--- src/rtl/pipeline_pkg.sv ---
// ---------------------------------------------------------------------------
// pipeline_pkg : shared fetch/decode types and constants.  Rev 1.0
// ---------------------------------------------------------------------------
`default_nettype none

package pipeline_pkg;

    localparam int INSTR_W = 32;
    localparam logic [INSTR_W-1:0] NOP_INSTR = 32'h0000_0000;

    typedef enum logic [2:0] {
        S_IDLE = 3'd0,
        S_REQ  = 3'd1,
        S_WAIT = 3'd2,
        S_HOLD = 3'd3,
        S_DROP = 3'd4
    } fetch_state_t;

    function automatic logic [31:0] pc_plus4(input logic [31:0] pc);
        return pc + 32'd4;
    endfunction

endpackage

`default_nettype wire

--- src/rtl/fetch_stage_if.sv ---
// ---------------------------------------------------------------------------
// fetch_stage_if : instruction-cache request/response bus.  Rev 1.0
// ---------------------------------------------------------------------------
`default_nettype none

interface fetch_stage_if;
    import pipeline_pkg::*;

    logic               icache_req_valid;
    logic [31:0]        icache_req_addr;
    logic               icache_req_ready;
    logic               icache_resp_valid;
    logic [INSTR_W-1:0] icache_resp_data;

    modport master (
        output icache_req_valid,
        output icache_req_addr,
        input  icache_req_ready,
        input  icache_resp_valid,
        input  icache_resp_data
    );

    modport slave (
        input  icache_req_valid,
        input  icache_req_addr,
        output icache_req_ready,
        output icache_resp_valid,
        output icache_resp_data
    );

endinterface

`default_nettype wire

--- src/rtl/fetch_hold_buf.sv ---
// ---------------------------------------------------------------------------
// fetch_hold_buf : one-entry word buffer for responses arriving during a stall.  Rev 1.0
// ---------------------------------------------------------------------------
`default_nettype none

module fetch_hold_buf
    import pipeline_pkg::*;
(
    input  wire logic               clk,
    input  wire logic               reset,
    input  wire logic               load,
    input  wire logic               clear,
    input  wire logic [INSTR_W-1:0] din,
    output logic      [INSTR_W-1:0] data,
    output logic                    valid
);

    always_ff @(posedge clk or negedge reset) begin
        if (!reset) begin
            data  <= NOP_INSTR;
            valid <= 1'b0;
        end else if (clear) begin
            valid <= 1'b0;
        end else if (load) begin
            data  <= din;
            valid <= 1'b1;
        end
    end

endmodule

`default_nettype wire

--- src/rtl/fetch_stage.sv ---
// ---------------------------------------------------------------------------
// fetch_stage : PC, single-outstanding I-cache fetch FSM and IF/ID register.
// Optional FETCH_PERF_CNT_EN adds cycle/stall counters.  Rev 1.0
// ---------------------------------------------------------------------------
`default_nettype none

module fetch_stage
    import pipeline_pkg::*;
#(
    parameter logic [31:0] RESET_PC = 32'h0000_0000
)(
    input  wire logic               clk,
    input  wire logic               reset,
    input  wire logic               EN_REG,
    input  wire logic               flush,
    input  wire logic               branch_taken,
    input  wire logic [31:0]        branch_target,
    fetch_stage_if.master           icache,
    output logic      [INSTR_W-1:0] instruction,
    output logic      [31:0]        PCNEXT,
    output logic                    valid,
    output logic                    block_pipe_instr_cache
`ifdef FETCH_PERF_CNT_EN
    ,
    output logic      [31:0]        perf_fetch_cycles,
    output logic      [31:0]        perf_fetch_stall
`endif
);

    fetch_state_t       r_state;
    logic [31:0]        r_pc;
    logic [INSTR_W-1:0] w_buf_data;
    logic               w_buf_valid;

    logic               w_resp;
    logic               w_hold;
    logic               w_deliverable;
    logic               w_advance;
    logic               w_capture;
    logic               w_buf_clear;
    logic [INSTR_W-1:0] w_word;
    logic [31:0]        w_pc_inc;
    logic [31:0]        w_target;

    assign w_resp        = (r_state == S_WAIT) && icache.icache_resp_valid;
    assign w_hold        = (r_state == S_HOLD) && w_buf_valid;
    assign w_deliverable = w_resp || w_hold;
    assign w_advance     = w_deliverable && EN_REG && !flush && !branch_taken;
    // A flushed or stalled response is parked, never lost; pc stays on it.
    assign w_capture     = w_resp && !w_advance && !branch_taken;
    assign w_buf_clear   = (r_state == S_HOLD) && (w_advance || branch_taken);
    assign w_word        = w_hold ? w_buf_data : icache.icache_resp_data;
    assign w_pc_inc      = pc_plus4(r_pc);
    assign w_target      = branch_target & 32'hFFFF_FFFC;

    assign icache.icache_req_valid = (r_state == S_REQ) || (w_resp && w_advance);
    assign icache.icache_req_addr  = (r_state == S_WAIT) ? w_pc_inc : r_pc;
    assign block_pipe_instr_cache  = !w_deliverable;

    fetch_hold_buf u_hold_buf (
        .clk   (clk),
        .reset (reset),
        .load  (w_capture),
        .clear (w_buf_clear),
        .din   (icache.icache_resp_data),
        .data  (w_buf_data),
        .valid (w_buf_valid)
    );

    always_ff @(posedge clk or negedge reset) begin
        if (!reset) begin
            r_state     <= S_IDLE;
            r_pc        <= RESET_PC;
            instruction <= NOP_INSTR;
            PCNEXT      <= '0;
            valid       <= 1'b0;
        end else begin
            if (branch_taken || flush || (EN_REG && !w_deliverable)) begin
                instruction <= NOP_INSTR;
                valid       <= 1'b0;
            end else if (EN_REG) begin
                instruction <= w_word;
                PCNEXT      <= w_pc_inc;
                valid       <= 1'b1;
            end

            if (branch_taken) begin
                r_pc <= w_target;
                case (r_state)
                    S_REQ:   r_state <= icache.icache_req_ready  ? S_DROP : S_REQ;
                    S_WAIT:  r_state <= icache.icache_resp_valid ? S_REQ  : S_DROP;
                    S_DROP:  r_state <= icache.icache_resp_valid ? S_REQ  : S_DROP;
                    default: r_state <= S_REQ;
                endcase
            end else begin
                if (w_advance) begin
                    r_pc <= w_pc_inc;
                end
                case (r_state)
                    S_IDLE: r_state <= S_REQ;
                    S_REQ: begin
                        if (icache.icache_req_ready) r_state <= S_WAIT;
                    end
                    S_WAIT: begin
                        if (w_resp) begin
                            if (w_advance) r_state <= icache.icache_req_ready ? S_WAIT : S_REQ;
                            else           r_state <= S_HOLD;
                        end
                    end
                    S_HOLD: begin
                        if (w_advance) r_state <= S_REQ;
                    end
                    S_DROP: begin
                        if (icache.icache_resp_valid) r_state <= S_REQ;
                    end
                    default: r_state <= S_IDLE;
                endcase
            end
        end
    end

`ifdef FETCH_PERF_CNT_EN
    always_ff @(posedge clk or negedge reset) begin
        if (!reset) begin
            perf_fetch_cycles <= '0;
            perf_fetch_stall  <= '0;
        end else begin
            perf_fetch_cycles <= perf_fetch_cycles + 32'd1;
            if (block_pipe_instr_cache && EN_REG) begin
                perf_fetch_stall <= perf_fetch_stall + 32'd1;
            end
        end
    end
`endif

endmodule

`default_nettype wire

--- src/flat_wrapper.sv ---
// flat-port wrapper written by rule: the top's interface ports become plain ports
module fetch_stage_flat import pipeline_pkg::*;
#(
    parameter logic [31:0] RESET_PC = 32'h0000_0000
)
  (clk, reset, EN_REG, flush, branch_taken, branch_target, instruction, PCNEXT, valid, block_pipe_instr_cache, icache_icache_req_valid, icache_icache_req_addr, icache_icache_req_ready, icache_icache_resp_valid, icache_icache_resp_data);
  fetch_stage_if icache_i ();
  input  wire logic clk;
  input  wire logic reset;
  input  wire logic EN_REG;
  input  wire logic flush;
  input  wire logic branch_taken;
  input  wire logic [31:0] branch_target;
  output logic      [INSTR_W-1:0] instruction;
  output logic      [31:0] PCNEXT;
  output logic valid;
  output logic block_pipe_instr_cache;
  output wire logic [$bits(icache_i.icache_req_valid)-1:0] icache_icache_req_valid;
  output wire logic [$bits(icache_i.icache_req_addr)-1:0] icache_icache_req_addr;
  input wire logic [$bits(icache_i.icache_req_ready)-1:0] icache_icache_req_ready;
  input wire logic [$bits(icache_i.icache_resp_valid)-1:0] icache_icache_resp_valid;
  input wire logic [$bits(icache_i.icache_resp_data)-1:0] icache_icache_resp_data;
  assign icache_icache_req_valid = icache_i.icache_req_valid;
  assign icache_icache_req_addr = icache_i.icache_req_addr;
  assign icache_i.icache_req_ready = icache_icache_req_ready;
  assign icache_i.icache_resp_valid = icache_icache_resp_valid;
  assign icache_i.icache_resp_data = icache_icache_resp_data;
  fetch_stage #(.RESET_PC(RESET_PC)) u_core (.clk(clk), .reset(reset), .EN_REG(EN_REG), .flush(flush), .branch_taken(branch_taken), .branch_target(branch_target), .icache(icache_i), .instruction(instruction), .PCNEXT(PCNEXT), .valid(valid), .block_pipe_instr_cache(block_pipe_instr_cache));
endmodule
--- config.mk ---
export PLATFORM = sky130hd
export DESIGN_NAME = fetch_stage_flat
export DESIGN_NICKNAME = d
export VERILOG_FILES = /design/src/rtl/pipeline_pkg.sv /design/src/rtl/fetch_stage_if.sv /design/src/rtl/fetch_hold_buf.sv /design/src/rtl/fetch_stage.sv /design/src/flat_wrapper.sv
export SDC_FILE = /design/constraint.sdc
export NUM_CORES = 1
export LEC_CHECK = 0
export ABC_AREA = 1
export CAP_MARGIN = 20
export CORE_ASPECT_RATIO = 0.7
export CORE_MARGIN = 4
export CORE_UTILIZATION = 50
export CTS_CLUSTER_DIAMETER = 30
export CTS_CLUSTER_SIZE = 14
export DETAILED_ROUTE_END_ITERATION = 6
export GPL_ROUTABILITY_DRIVEN = 0
export GPL_TIMING_DRIVEN = 1
export PLACE_DENSITY = 0.81
export SYNTH_ARGS = -nofsm -noshare
export SYNTH_HDL_FRONTEND = slang
export SYNTH_SLANG_ARGS = --single-unit
--- constraint.sdc ---
create_clock -name clk -period 2.7 [get_ports clk]
set_clock_uncertainty 0.15 [all_clocks]
set_input_delay 0.54 -clock clk [delete_from_list [all_inputs] [get_ports clk]]
set_output_delay 0.54 -clock clk [all_outputs]
set_load 0.1 [all_outputs]
Yosys cells after proc, flatten, opt, wreduce, memory -nomap -nowiden
Cells that the tools add are included.
{ "word_totals": {"reg_bits": 133, "latchBits": 0, "ram_bits": 0, "mem_bits_ro": 0, "input_bits": 71, "out_inout_bits": 99, "n_memories": 0} }
{ "op_classes": {"add_sub_neg": 1, "mul": 0, "div": 0, "magnitude_cmp": 0, "n_eq_ne": 8, "shifts": 0, "mux": 21, "bitwise_logic": 2, "n_reduce_logical": 27} }
{ "ops": {"columns": ["op", "n"], "rows": [
  ["$mux 32", 6],
  ["$add 32x3->32 const B", 1],
  ["$mux 3", 8],
  ["$pmux 3 s5", 1],
  ["$logic_and 1x1->1", 10],
  ["$eq 3x2->1 const B", 2],
  ["$ne 3x2->1 const B", 2],
  ["$ne 3x3->1 const B", 2],
  ["$pmux 3 s2", 1],
  ["$reduce_bool 2->1", 3],
  ["$logic_or 1x1->1", 5],
  ["$logic_not 1->1", 4],
  ["$mux 1", 4],
  ["$reduce_and 2->1", 2],
  ["$reduce_and 4->1", 1],
  ["$eq 3x1->1 const B", 1],
  ["$eq 3x3->1 const B", 1],
  ["$logic_not 3->1", 1],
  ["$mux 2", 1],
  ["$not 1->1", 2],
  ["$reduce_or 2->1", 1]
]} }

Longest topological paths before layout
{ "depth": {"depth_word": 11, "mapped_depth": 11, "mapped_depth_nobuf": 10} }

Modules after synthesis
Synthesis repeated with hierarchy kept, for this count alone.
{ "hier_totals": {"cells_unflattened": 869, "hier_area_um2": 6671.4} }
{ "modules_own_cells": {"columns": ["mod", "n_inst", "cells_per_inst", "area_per_inst_um2", "seq_area_each_um2"], "rows": [
  ["fetch_stage", 1, 726, 5340.1, 2402.3],
  ["fetch_hold_buf", 1, 143, 1331.3, 825.8]
]} }

Least setup slack after synthesis
Ideal clock, no wire load.
{ "synth_timing": {"path_type": "register -> output", "start": "register u_core.r_state[1]", "end": "output port icache_icache_req_addr[16]", "arrival_time_ns": 3.138, "t_required_ns": 2.010, "setup_slack_ns": -1.128, "path_stages_with_launch": 7, "n_path_buf": 3, "path_cell_list": "dfrtp_1 > buf_2 > nand3_2 > inv_1 > buf_2 > clkbuf_1 > o21ai_0"} }
{ "synth_between": {"elab_chain_cells": 2} }
{ "synth_rtl": {"columns": ["item", "line", "text"], "rows": [
  ["start: declaration", "fetch_stage.sv:30", "fetch_state_t r_state;"],
  ["start signal: assignment", "fetch_stage.sv:90", "S_REQ: r_state <= icache.icache_req_ready ? S_DROP : S_REQ;"],
  ["start signal: assignment", "fetch_stage.sv:91", "S_WAIT: r_state <= icache.icache_resp_valid ? S_REQ : S_DROP;"],
  ["start signal: assignment", "fetch_stage.sv:92", "S_DROP: r_state <= icache.icache_resp_valid ? S_REQ : S_DROP;"],
  ["$eq 3x2->1", "fetch_stage.sv:57", "assign icache.icache_req_addr = (r_state == S_WAIT) ? w_pc_inc : r_pc;"],
  ["$mux 32", "fetch_stage.sv:57", null],
  ["end: declaration", "flat_wrapper.sv:19", "output wire logic [$bits(icache_i.icache_req_addr)-1:0] icache_icache_req_addr;"]
]} }
No other way between the ends.

Worst setup path in the final report
{ "layout_timing": {"start": "register u_core.r_pc[12]", "end": "output port icache_icache_req_addr[28]"} }
{ "layout_between": {"elab_chain_cells": 2} }
{ "layout_rtl": {"columns": ["item", "line", "text"], "rows": [
  ["start: declaration", "fetch_stage.sv:31", "logic [31:0] r_pc;"],
  ["start signal: assignment", "fetch_stage.sv:88", "r_pc <= w_target;"],
  ["start signal: assignment", "fetch_stage.sv:97", "r_pc <= w_pc_inc;"],
  ["$add 32x3->32", "pipeline_pkg.sv:20", "return pc + 32'd4;"],
  ["$mux 32", "fetch_stage.sv:57", null]
]} }
No other way between the ends.

==> impl_metrics.ini <==
[detailed_routing]
ant_nets = 0
post_drt_wl_per_cell_um = 17.1
via_count = 6710
wl_met1_um = 9220
drt_wl_total_um = 21300
drc_errors = 0
wl_met3_um = 1610
dr_wl_met2_um = 10000
first_pass_iters = 6
first_iter_violations = 552
viasPerCell = 5.39
top_layer = met4

[floorplan]
start_util = 0.510
die_h_um = 105
rows = 35
pin_count = 170
core_um2 = 13100
die_width_um = 146
die_area_um2 = 15300

[layout]
area_delta_synth_final_pct = 50.9
postLayoutCellArea_um2 = 10100
final_cells = 1244
fillerInstances = 929
diodes = 0
layout.nets = 1138
final_layout_size_suffix_gt1_frac = 0.330

[logic_synthesis]
yosysSeqAreaShare = 0.482
yosys.area_share.adder = 0.00187
synth.avg_cell_area_um2 = 7.81
yosysMostFrequentCell = nand2_1
synth-compound-area-share = 0.123
synthSimpleGateAreaFrac = 0.271
ys_top_cells_by_area = dfrtp_1 48%, nand2_1 17%, o21ai_0 4.3%
synthFlopType = dfrtp_1
synthTopCellsByCount = 301 x nand2_1, 129 x dfrtp_1, 77 x inv_1, 58 x o21ai_0, 52 x nand3_1
synth_top_cell_area_share = 0.482
yosysUniqueCellTypes = 28
synthArstFlopShare = 1.00
synth-xor-area-share = 0.0379
synthesis.area_um2 = 6700
ys_ff_latch = 129
yosysWarnings = 0
synth_top_cell_by_area = dfrtp_1
synthCells = 858
synth_top_family_by_area = simple AND/OR/NAND/NOR gates
synth_mux_area_frac = 0
synth_edf_count = 0

[clock_tree]
cts_sinks = 129
cts.clk_slew.worst_paths_ns = 0.06
clk_latency_ns = 0.41
htreeDepth = 4
clockRootBuffer = clkbuf_16
cts_buffer_depth = 2
cts_tree = yes
cts_buffers = 17

[run_status]
violations = setup timing
status = finished with violations

[critical_path]
crit_required_ns = 2.01
slowest_stage = dfrtp_1
reg2reg_depth = 11
path_cells = nand2_1 > nor2_2 > nand2_2 > nor3_2 > nand2_2 > xor2_2 > nand2_1 > nand2_1 > buf_12
crit_cells = 9
crit_fanout = 3
cp_common_cell = nand2_1
critPathTopFamily = simple AND/OR/NAND/NOR gates
timing.critical_path.buf_inv = 1
arrival_ns = 2.13
slowest_delay_ns = 0.43
cp-end-kind = output pin
start_kind = flop
path_class = flop to output pin

[timing]
fmax_mhz = 354
setup_ws_ns = -0.122
setup_viol = 18
slew_headroom = 0.494
hold_viol_final = 0
grt_setup_unrepaired = true
tightest_slew_ns = 0.759
final.min_clock_period_ns = 2.82
period_share = 1.05
final_max_slew_viol_count = 0

[place]
dpl.hpwl_um = 13500
placed_cells = 1172
io_buffers = 163
dpl_cell_area_um2 = 8790

[job]
maxCapViolations = 0

[min_path]
min_path_type = flop to flop
hold_path_depth = 2

[global_routing]
grt_usage = 0.263
grt_pass1_wl_um = 32800
antenna_found_initial = 0
grt_pass1_vias = 6539
grt_start_max_net_pins = 65
gr-total-overflow = 0

[power]
p_leak_nw = 5.02
max-vdd-ir-drop_mv = 0.668
power_density_nw_per_um2 = 971
[cells by family (layout without fill, tap and decap cells)]
logic type      after synthesis  count (layout)
flops                       129             129
fa+ha+maj                     1               1
simple gates                435             435
other cells                   1               4
compound gates              136             136
buf+inv                     127             344
xor+xnor                     29              29
[where the power goes]
part           leakage, nW  internal, mW  switching [mW]  total (mW)
sequential            1.69          2.34           0.286        2.62
clock                0.279          1.31           0.887        2.20
combinational         3.06          1.52            3.47        5.00
[routing by layer]
layer / up-vias / GRT usage
met5: - / 0
met4: 0 / 0.0906
met3: 36 / 0.0616
met2: 316 / 0.410
met1: 3239 / 0.364
li1: 3119 / -
[layout make-up]
| class | instances | area, um2 | area share |
|---|---|---|---|
| Timing Repair Buffer | 232 | 2430 | 0.240 |
| Tap cell | 166 | 208 | 0.0205 |
| Multi-Input combinational cell | 605 | 3370 | 0.333 |
| Sequential cell | 129 | 3230 | 0.320 |
| Clock inverter | 12 | 110 | 0.0109 |
| Clock buffer | 19 | 453 | 0.0448 |
| Inverter | 81 | 310 | 0.0307 |
[layout by cell type, fill, tap and decap left out, types with 5 or more instances in the layout]
master / count
nand2_2: 50
nor2_2: 12
clkbuf_16: 19
nor2_4: 12
clkdlybuf4s50_1: 67
xor2_2: 11
o21ai_0: 44
buf_12: 37
o211ai_1: 12
nor2_1: 17
buf_4: 120
nand2_1: 269
o21ai_1: 29
buf_6: 5
nand3_1: 50
a21oi_1: 5
nand4_1: 8
inv_1: 72
o21ai_2: 45
dfrtp_1: 125
inv_2: 6
xor2_1: 17
nor3_2: 8
[tightest hold or removal path, cell delays in order (launching register included)]
cell and delay, ns:
dfrtp_1 0.34, nand2_1 0.05, nand2_1 0.04
[what timing repair did]
item | in CTS | in global routing
setup buffers | 29 | 10
hold buffers | 1 | 0
pin swaps | 19 | 24
resized for setup | 68 | 46
endpoints found under the hold margin | 19 | 0
gates cloned | 0 | 1
endpoints found under the setup margin | 22 | 30
[flip-flops by register name, summed over array words and instances, names as in the netlist]
signal / cells
u_core.u_hold_buf.data: 32
u_core.r_pc: 30
u_core.instruction: 32
u_core.u_hold_buf.valid: 1
u_core.valid: 1
u_core.r_state: 3
u_core.PCNEXT: 30
[per-stage QoR]
stage               TNS (ns)  hold WS [ns]   util  power, mW  setup slack (ns)
floorplan              -2.42        0.0944      -       5.87            -0.388
global placement           0         0.303  0.669       7.29             0.106
detailed placement         0         0.305  0.669       7.36            0.0965
CTS                   -0.129         0.325  0.748       9.70           -0.0504
global route           -3.20         0.339  0.770       10.2            -0.251
finish                 -1.08         0.321  0.770       9.82            -0.122
[path summary, 6_finish.rpt]
kind                                               from                                 end  slack, ns
max                         u_core.r_pc[12]$_DFFE_PN0N_          icache_icache_req_addr[28]      -0.12
min                        u_core.PCNEXT[6]$_DFFE_PN0P_        u_core.PCNEXT[6]$_DFFE_PN0P_       0.32
max reg2reg                 u_core.r_pc[13]$_DFFE_PN0N_         u_core.r_pc[25]$_DFFE_PN0N_       0.59
min reg2reg                u_core.PCNEXT[6]$_DFFE_PN0P_        u_core.PCNEXT[6]$_DFFE_PN0P_       0.32
max in group asynchronous                         reset          u_core.r_pc[4]$_DFFE_PN0N_       1.26
min in group asynchronous                         reset  u_core.instruction[10]$_DFFE_PN0P_       0.43
Note: power is estimated with default switching activity, not from simulation.
